==> config.mk <==
export PLATFORM = sky130hd
export DESIGN_NAME = uart_rx
export DESIGN_NICKNAME = d
export VERILOG_FILES = /design/src/rtl/uart_pkg.sv /design/src/rtl/uart_rx_sync_2ff.sv /design/src/rtl/uart_rx.sv
export SDC_FILE = /design/constraint.sdc
export NUM_CORES = 1
export LEC_CHECK = 0
export ABC_AREA = 1
export BUFFER_PORTS_ARGS = -buffer_cell sky130_fd_sc_hd__buf_2
export CAP_MARGIN = 20
export CORE_MARGIN = 2
export CORE_UTILIZATION = 50
export CTS_BUF_LIST = sky130_fd_sc_hd__clkbuf_4 sky130_fd_sc_hd__clkbuf_8 sky130_fd_sc_hd__clkbuf_16
export DETAILED_ROUTE_END_ITERATION = 8
export PLACE_DENSITY = 0.75
export SETUP_SLACK_MARGIN = 0.4
export SLEW_MARGIN = 10
export SYNTH_ARGS = -nofsm -noshare
export SYNTH_HDL_FRONTEND = slang
export SYNTH_HIERARCHICAL = 1
export SYNTH_SLANG_ARGS = --single-unit
==> constraint.sdc <==
create_clock -name i_clk -period 1.43 [get_ports i_clk]
set_clock_uncertainty 0.2 [all_clocks]
set_input_delay 0.429 -clock i_clk [delete_from_list [all_inputs] [get_ports i_clk]]
set_output_delay 0.429 -clock i_clk [all_outputs]
set_load 0.005 [all_outputs]
==> src/rtl/uart_pkg.sv <==
// Shared UART receiver types and default constants.
// The PARITY state only exists when UART_RX_PARITY_EN is defined.
package uart_pkg;

  localparam int DEFAULT_DATA_WIDTH = 8;
  localparam int DEFAULT_OVERSAMPLE = 16;

`ifdef UART_RX_PARITY_EN
  typedef enum logic [2:0] {
    IDLE   = 3'd0,
    START  = 3'd1,
    DATA   = 3'd2,
    PARITY = 3'd3,
    STOP   = 3'd4
  } uart_state_t;
`else
  typedef enum logic [2:0] {
    IDLE  = 3'd0,
    START = 3'd1,
    DATA  = 3'd2,
    STOP  = 3'd3
  } uart_state_t;
`endif

endpackage

==> src/rtl/uart_rx_sync_2ff.sv <==
// Two-flop synchronizer for the asynchronous rx line plus a falling-edge detector.
// All flops reset to 1 so an idle-high line never looks like a start edge.
module sync_2ff (
  input  logic i_clk,
  input  logic i_rst_n,
  input  logic i_d,
  output logic o_q,
  output logic o_fall
);

  logic meta;
  logic sync;
  logic prev;

  always_ff @(posedge i_clk or negedge i_rst_n) begin
    if (!i_rst_n) begin
      meta <= 1'b1;
      sync <= 1'b1;
      prev <= 1'b1;
    end else begin
      meta <= i_d;
      sync <= meta;
      prev <= sync;
    end
  end

  assign o_q    = sync;
  assign o_fall = prev & ~sync;

endmodule

==> src/rtl/uart_rx.sv <==
// Oversampling UART receiver: start + DATA_WIDTH data bits (LSB first) + stop.
// Define UART_RX_PARITY_EN to add an even-parity bit and the o_parity_err output.
module uart_rx
  import uart_pkg::*;
#(
  parameter int DATA_WIDTH = DEFAULT_DATA_WIDTH,
  parameter int OVERSAMPLE = DEFAULT_OVERSAMPLE
) (
  input  logic                  i_clk,
  input  logic                  i_rst_n,
  input  logic                  i_stick,
  input  logic                  i_rx,
  output logic [DATA_WIDTH-1:0] o_data,
  output logic                  o_valid,
  output logic                  o_frame_err
`ifdef UART_RX_PARITY_EN
  ,
  output logic                  o_parity_err
`endif
);

  localparam int CW = $clog2(OVERSAMPLE);
  localparam int BW = $clog2(DATA_WIDTH + 1);

  uart_state_t           state;
  uart_state_t           next_state;
  logic                  rx;
  logic                  rx_fall;
  logic [CW-1:0]         tick_cnt;
  logic [BW-1:0]         bit_cnt;
  logic [DATA_WIDTH-1:0] shreg;
  logic [DATA_WIDTH:0]   shift_in;
  logic                  start_tick;
  logic                  bit_tick;
  logic                  last_bit;
`ifdef UART_RX_PARITY_EN
  logic                  parity_bit;
`endif

  sync_2ff u_sync (
    .i_clk   (i_clk),
    .i_rst_n (i_rst_n),
    .i_d     (i_rx),
    .o_q     (rx),
    .o_fall  (rx_fall)
  );

  // Start bit is checked half a bit in; every later bit one full bit after the previous sample.
  assign start_tick = i_stick && (tick_cnt == CW'(OVERSAMPLE / 2 - 1));
  assign bit_tick   = i_stick && (tick_cnt == CW'(OVERSAMPLE - 1));
  assign last_bit   = (bit_cnt == BW'(DATA_WIDTH - 1));
  assign shift_in   = {rx, shreg};

  always_ff @(posedge i_clk or negedge i_rst_n) begin
    if (!i_rst_n) begin
      state <= IDLE;
    end else begin
      state <= next_state;
    end
  end

  always_comb begin
    next_state = state;
    case (state)
      IDLE:   if (rx_fall)    next_state = START;
      START:  if (start_tick) next_state = rx ? IDLE : DATA;
`ifdef UART_RX_PARITY_EN
      DATA:   if (bit_tick && last_bit) next_state = PARITY;
      PARITY: if (bit_tick)   next_state = STOP;
`else
      DATA:   if (bit_tick && last_bit) next_state = STOP;
`endif
      STOP:   if (bit_tick)   next_state = IDLE;
      default:                next_state = IDLE;
    endcase
  end

  // Oversample counter restarts at every state change so each state measures from its own entry.
  always_ff @(posedge i_clk or negedge i_rst_n) begin
    if (!i_rst_n) begin
      tick_cnt <= '0;
    end else if (next_state != state) begin
      tick_cnt <= '0;
    end else if (i_stick) begin
      tick_cnt <= (tick_cnt == CW'(OVERSAMPLE - 1)) ? '0 : tick_cnt + 1'b1;
    end
  end

  always_ff @(posedge i_clk or negedge i_rst_n) begin
    if (!i_rst_n) begin
      bit_cnt     <= '0;
      shreg       <= '0;
      o_data      <= '0;
      o_valid     <= 1'b0;
      o_frame_err <= 1'b0;
`ifdef UART_RX_PARITY_EN
      parity_bit   <= 1'b0;
      o_parity_err <= 1'b0;
`endif
    end else begin
      o_valid <= 1'b0;
      case (state)
        START: bit_cnt <= '0;
        DATA: begin
          if (bit_tick) begin
            shreg   <= shift_in[DATA_WIDTH:1];
            bit_cnt <= bit_cnt + 1'b1;
          end
        end
`ifdef UART_RX_PARITY_EN
        PARITY: if (bit_tick) parity_bit <= rx;
`endif
        STOP: begin
          if (bit_tick) begin
            o_valid     <= 1'b1;
            o_data      <= shreg;
            o_frame_err <= ~rx;
`ifdef UART_RX_PARITY_EN
            o_parity_err <= (^shreg) ^ parity_bit;
`endif
          end
        end
        default: ;
      endcase
    end
  end

endmodule

# Word-level counts from Yosys, hierarchy flattened
# Cells that the tools add are included.
# word_totals
ff_bits	32
inputBits	4
output_inout_bits	10
elab_cells	44
# classes
n_addsub	2
n_eq_ne	8
n_mux	13
bitwise_logic	2
reduce_logical	9
# ops
op	count
two-way mux 4 bit	4
two-way mux 3 bit	4
one-hot mux 3 bit (4 select lines)	1
adder 4 x 1 -> 4 bit, second input constant	2
== test 4 x 3 -> 1 bit, second input constant	2
one-hot mux 4 bit (2 select lines)	1
== test 3 x 2 -> 1 bit, second input constant	2
AND reduction 2 bit	3
== test 4 bit, second input constant	1
nonzero test 2 bit	2
== test 3 x 1 -> 1 bit, second input constant	1
logical AND 1 bit	3
logical NOT 3 bit	1
inequality test 3 bit	1
two-way mux 1 bit	2
two-way mux 2 bit	1
inequality test 2 bit, second input constant	1
AND 1 bit	1
inverter 1 bit	1

# Logic depth before layout (Yosys ltp)
# depth
word_depth	7
ltp_mapped	9
depth_no_buf	9

# Hierarchy
# The synthesis kept the hierarchy.
# modules_own_cells
module	instances	cells_each	area_per_inst_um2	seq_area_each_um2
uart_rx	1	143	1371.3	725.7
sync_2ff	1	5	88.8	78.8

# Least setup slack after synthesis
# Ideal clock, no wire load.
# synth_timing
path_type	register to register
start	register tick_cnt[0]
end	register o_data[7]
setup_time_ps	117
arrival_ps	1255
required_time_ps	1113
slack_ps	-142
path_stages_with_launch	10
path_buffers	1
synth_period_minus_slack_ps	1572
cell_sequence	dfrtp_1 ha_1 nand2_1 nor2_8 inv_2 nor2_8 inv_4 buf_6 nand2_2 o21ai_2
# synth_between
elab_chain_cells	3
# synth_lines
item	line	rtl
start: declaration	uart_rx.sv:29	logic [CW-1:0] tick_cnt;
start signal: assignment	uart_rx.sv:85	tick_cnt <= (tick_cnt == CW'(OVERSAMPLE - 1)) ? '0 : tick_cnt + 1'b1;
== test 4 bit	uart_rx.sv:50	assign bit_tick = i_stick && (tick_cnt == CW'(OVERSAMPLE - 1));
logical AND 1 bit	uart_rx.sv:50	
AND reduction 2 bit (no line)	n/a	
end signal: assignment	uart_rx.sv:116	o_data <= shreg;
end: declaration	uart_rx.sv:13	output logic [DATA_WIDTH-1:0] o_data,
# Every way passes these cells.
# A chain may end at the register's enable or synchronous reset.

# Final worst setup path
# layout_timing
start	register tick_cnt[0]
end	register tick_cnt[3]
# layout_between
elab_chain_cells	7
word_cells_on_any_way	15
cone_classes	add/sub: 1; eq/ne: 3; mux: 7; reduce/logical: 4
# layout_lines
item	line	rtl
== test 4 bit	uart_rx.sv:50	
logical AND 1 bit	uart_rx.sv:50	
logical AND 1 bit	uart_rx.sv:71	DATA: if (bit_tick && last_bit) next_state = STOP;
two-way mux 3 bit	uart_rx.sv:71	
one-hot mux 3 bit (4 select lines) *	uart_rx.sv:64	case (state)
via next_state[0]	uart_rx.sv:26	uart_state_t next_state;
inequality test 3 bit *	uart_rx.sv:82	end else if (next_state != state) begin
two-way mux 4 bit / nonzero test 2 bit (equally long branches)	n/a	
# The timed path passes the listed nets; every way through them passes the cells marked *. The select of a mux whose other input is x is not followed.

==> results.sh <==
export IMPL_status="finished, violations left"
export IMPL_violations="hold timing, setup timing"
export IMPL_h_tree_depth=2
export IMPL_syn_inst=148
export IMPL_fp_dieW_microns=58.0
export IMPL_synth_seq_cells=32
export IMPL_avgSynthCellArea_sq_um=9.87
export IMPL_nNetsFinal=198
export IMPL_finalPower_uw=1730
export IMPL_met2_usage_pct=35.4
export IMPL_cp_start_kind="flip-flop"
export IMPL_use_met3_pct=4.69
export IMPL_vdd_ir_drop_max_uv=906
export IMPL_powerDensity_nw_per_um2=892
export IMPL_drt_first_iter_violations=40
export IMPL_fillers=209
export IMPL_die_y_microns=58.0
export IMPL_period_minus_slack_ns=1.60
export IMPL_dp_cells=208
export IMPL_ys_seq_area_share_pct=55.1
export IMPL_cp_slowest_cell="dfrtp_1"
export IMPL_routed_wl_microns=2940
export IMPL_leakagePower_uw=0.000994
export IMPL_routed_via_density=5.04
export IMPL_grt_pass1_vias=1159
export IMPL_grt_pass1_wl_microns=4940
export IMPL_yosys_area_top_type="dfrtp_1"
export IMPL_regArea_sq_um=805
export IMPL_setup_viol=37
export IMPL_grt_max_degree=15
export IMPL_antenna_found_initial=0
export IMPL_die_area_sq_um=3370
export IMPL_yosys_area_top_type_share_pct=49.7
export IMPL_synth_area_sq_um=1460
export IMPL_gp_congestion=0.805
export IMPL_insertion_delay_ns=0.33
export IMPL_fin_crit_sh_pct=112
export IMPL_yosysWarnings=6
export IMPL_ios=14
export IMPL_rsz0062_at_grt="yes"
export IMPL_clock_tree_root_cell="clkbuf_4"
export IMPL_fp_row_count=19
export IMPL_cts_hold_buf=1
export IMPL_fin_ws_ns=-0.168
export IMPL_final_common_cell="dfrtp_1"
export IMPL_worst_setup_path_type="flip-flop to flip-flop"
export IMPL_cts_max_path_buffers=2
export IMPL_cts_tree="done"
export IMPL_drtAntennaViolNets=0
export IMPL_cp_end_kind="flip-flop"
export IMPL_reg2reg_to="tick_cnt[3]$_DFFE_PN0P_"
export IMPL_dp_worst_setup_slack_ns=-0.180
export IMPL_layout_cells_non_filler=224
export IMPL_crit_buf_inv=0
export IMPL_routedWlPerCell_microns=13.1
export IMPL_met1_usage_pct=22.9
export IMPL_reg2reg_from="tick_cnt[0]$_DFFE_PN0P_"
export IMPL_firstDrtPassIters=4
export IMPL_worstPathRequired_ns=1.45
export IMPL_hold_violations=8
export IMPL_slew_violations=0
export IMPL_critPathTopFamily="simple AND/OR/NAND/NOR gates"
export IMPL_drc=0
export IMPL_r2r_cells=8
export IMPL_r2r_slack_ns=-0.17
export IMPL_grt_busiest_layer="met2"
export IMPL_portBuffers=13
export IMPL_yosysUniqueCellTypes=27
export IMPL_grt_overflow=0
export IMPL_vias=1130
export IMPL_crit_fanout=6
export IMPL_crit_arrival_ns=1.62
export IMPL_critical_path_max_stage_delay_ns=0.40
export IMPL_multi_input_area_sq_um=634
export IMPL_initial_core_util_pct=52.9
export IMPL_path_cells="ha_4 > nand2_4 > nor2_8 > nand3_1 > nand3_2 > nand2_2 > nand3_4 > nor2_1"
export IMPL_maxCapViolCount=0
export IMPL_areaGrowthSynthToFinish_pct=32.6
export IMPL_hpwl_microns=2070
export IMPL_path_clk_slew_ns=0.10
export IMPL_synth_area_leaders="dfrtp_1 50%, nand2_1 6.7%, dfstp_2 5.4%, o21ai_2 5.4%, o21ai_0 4.5%"
export IMPL_hold_class="input port to asynchronous set/reset pin"
export IMPL_diodes=0
export IMPL_core_area_sq_um=2760
export IMPL_numClockSinks=32
export IMPL_syn_num_nets=154
export IMPL_final_core_util_pct=70.2
export IMPL_final_cell_mix="29 x dfrtp_1, 21 x buf_4, 18 x nand2_1"
export IMPL_gr_usage_all_layers_pct=20.4
export IMPL_max_freq_ghz=0.626
export IMPL_hold_ws_ns=-0.239
export IMPL_drive_above_1_share_pct=46.1
export IMPL_numCtsBuffers=5
-- per-stage QoR --
stage,area (sq um),TNS (ns)
6_report,1940,-3.30
3_3_place_gp,1730,-2.88
3_5_place_dp,1730,-3.60
5_1_grt,1940,-5.47
4_1_cts,1910,-2.75
2_1_floorplan,1510,-0.182
-- Yosys cell counts --
| master | number |
|---|---|
| nor3b_2 | 1 |
| buf_6 | 2 |
| inv_2 | 2 |
| nand3_1 | 7 |
| ha_1 | 2 |
| nand3_4 | 1 |
| dfrtp_1 | 29 |
| inv_4 | 1 |
| dfstp_2 | 3 |
| clkinv_1 | 1 |
| nor2_1 | 14 |
| nor3_1 | 1 |
| nand2_2 | 3 |
| o21ai_1 | 3 |
| nor2_8 | 2 |
| inv_1 | 16 |
| o21ai_2 | 9 |
| mux2i_1 | 2 |
| nand3_2 | 1 |
| nand2_1 | 26 |
| conb_1 | 1 |
| xor2_1 | 2 |
| o211ai_1 | 1 |
| o21ai_0 | 13 |
| nor2_2 | 3 |
| clkbuf_1 | 1 |
| mux2_2 | 1 |
-- power breakdown --
part	switching [uW]	total, uW	internal (uW)
registers	11.8	931	919
logic	59.0	106	47.3
clock network	304	689	385
-- worst max-delay path by stage --
stage / start / end / slack [ns] / depth (start not counted)
4_1_cts: tick_cnt[1]$_DFFE_PN0P_ / o_data[1]$_DFFE_PN0P_ / -0.12 / 8
5_1_grt: tick_cnt[0]$_DFFE_PN0P_ / tick_cnt[3]$_DFFE_PN0P_ / -0.27 / 9
2_1_floorplan: tick_cnt[1]$_DFFE_PN0P_ / o_data[7]$_DFFE_PN0P_ / -0.05 / 9
6_report: tick_cnt[0]$_DFFE_PN0P_ / tick_cnt[3]$_DFFE_PN0P_ / -0.17 / 8
3_3_place_gp: i_stick / shreg[6]$_DFFE_PN0P_ / -0.15 / 7
3_5_place_dp: i_stick / shreg[3]$_DFFE_PN0P_ / -0.18 / 7
-- what timing repair did --
action / in CTS / in global routing
endpoints found under the hold margin: 9 / 8
pin swaps: 1 / 3
gates resized for setup: 15 / 6
gates cloned: 1 / 0
setup buffers: 6 / 0
setup endpoints to repair: 38 / 38
-- cell families after synthesis --
kind of cell,Yosys count,synth area share (%)
and+or+nand+nor,59,21.1
adders and majority gates,2,1.71
buffers and inverters,23,7.11
other,1,0.257
xor gates and xnor gates,2,1.20
AOI/OAI and AO/OA,26,11.4
muxes,3,2.14
DFF,32,55.1
-- per-layer routing --
metal  up-vias  routed length, microns  share of wire, %
met3         7                     111               3.8
met2        22                    1560                53
met4         0                      73               2.5
li1        559                       -                 -
met5         -                       0                 0
met1       542                    1200                41
-- worst register-to-register path, stage by stage, from the launching register on --
cell and delay [ns]:
dfrtp_1 0.40, ha_4 0.18, nand2_4 0.07, nor2_8 0.20, nand3_1 0.13, nand3_2 0.11, nand2_2 0.07, nand3_4 0.09
nor2_1 0.05
-- sequential cells by signal, summed over array words and instances (netlist names) --
signal,cells
o_data,8
shreg,8
bit_cnt,4
tick_cnt,4
state,3
o_frame_err,1
o_valid,1
u_sync/meta,1
u_sync/o_q,1
u_sync/prev,1
-- final cells by class --
class | count | area share, %
tap | 31 | 2.00
inverter | 20 | 4.46
clock buffer | 6 | 2.33
clock inverter | 2 | 1.81
timing repair inverter | 1 | 0.323
multi-input combinational | 93 | 32.8
sequential | 32 | 41.5
timing repair buffer | 39 | 14.8
Power figures use the tool's default switching activity.
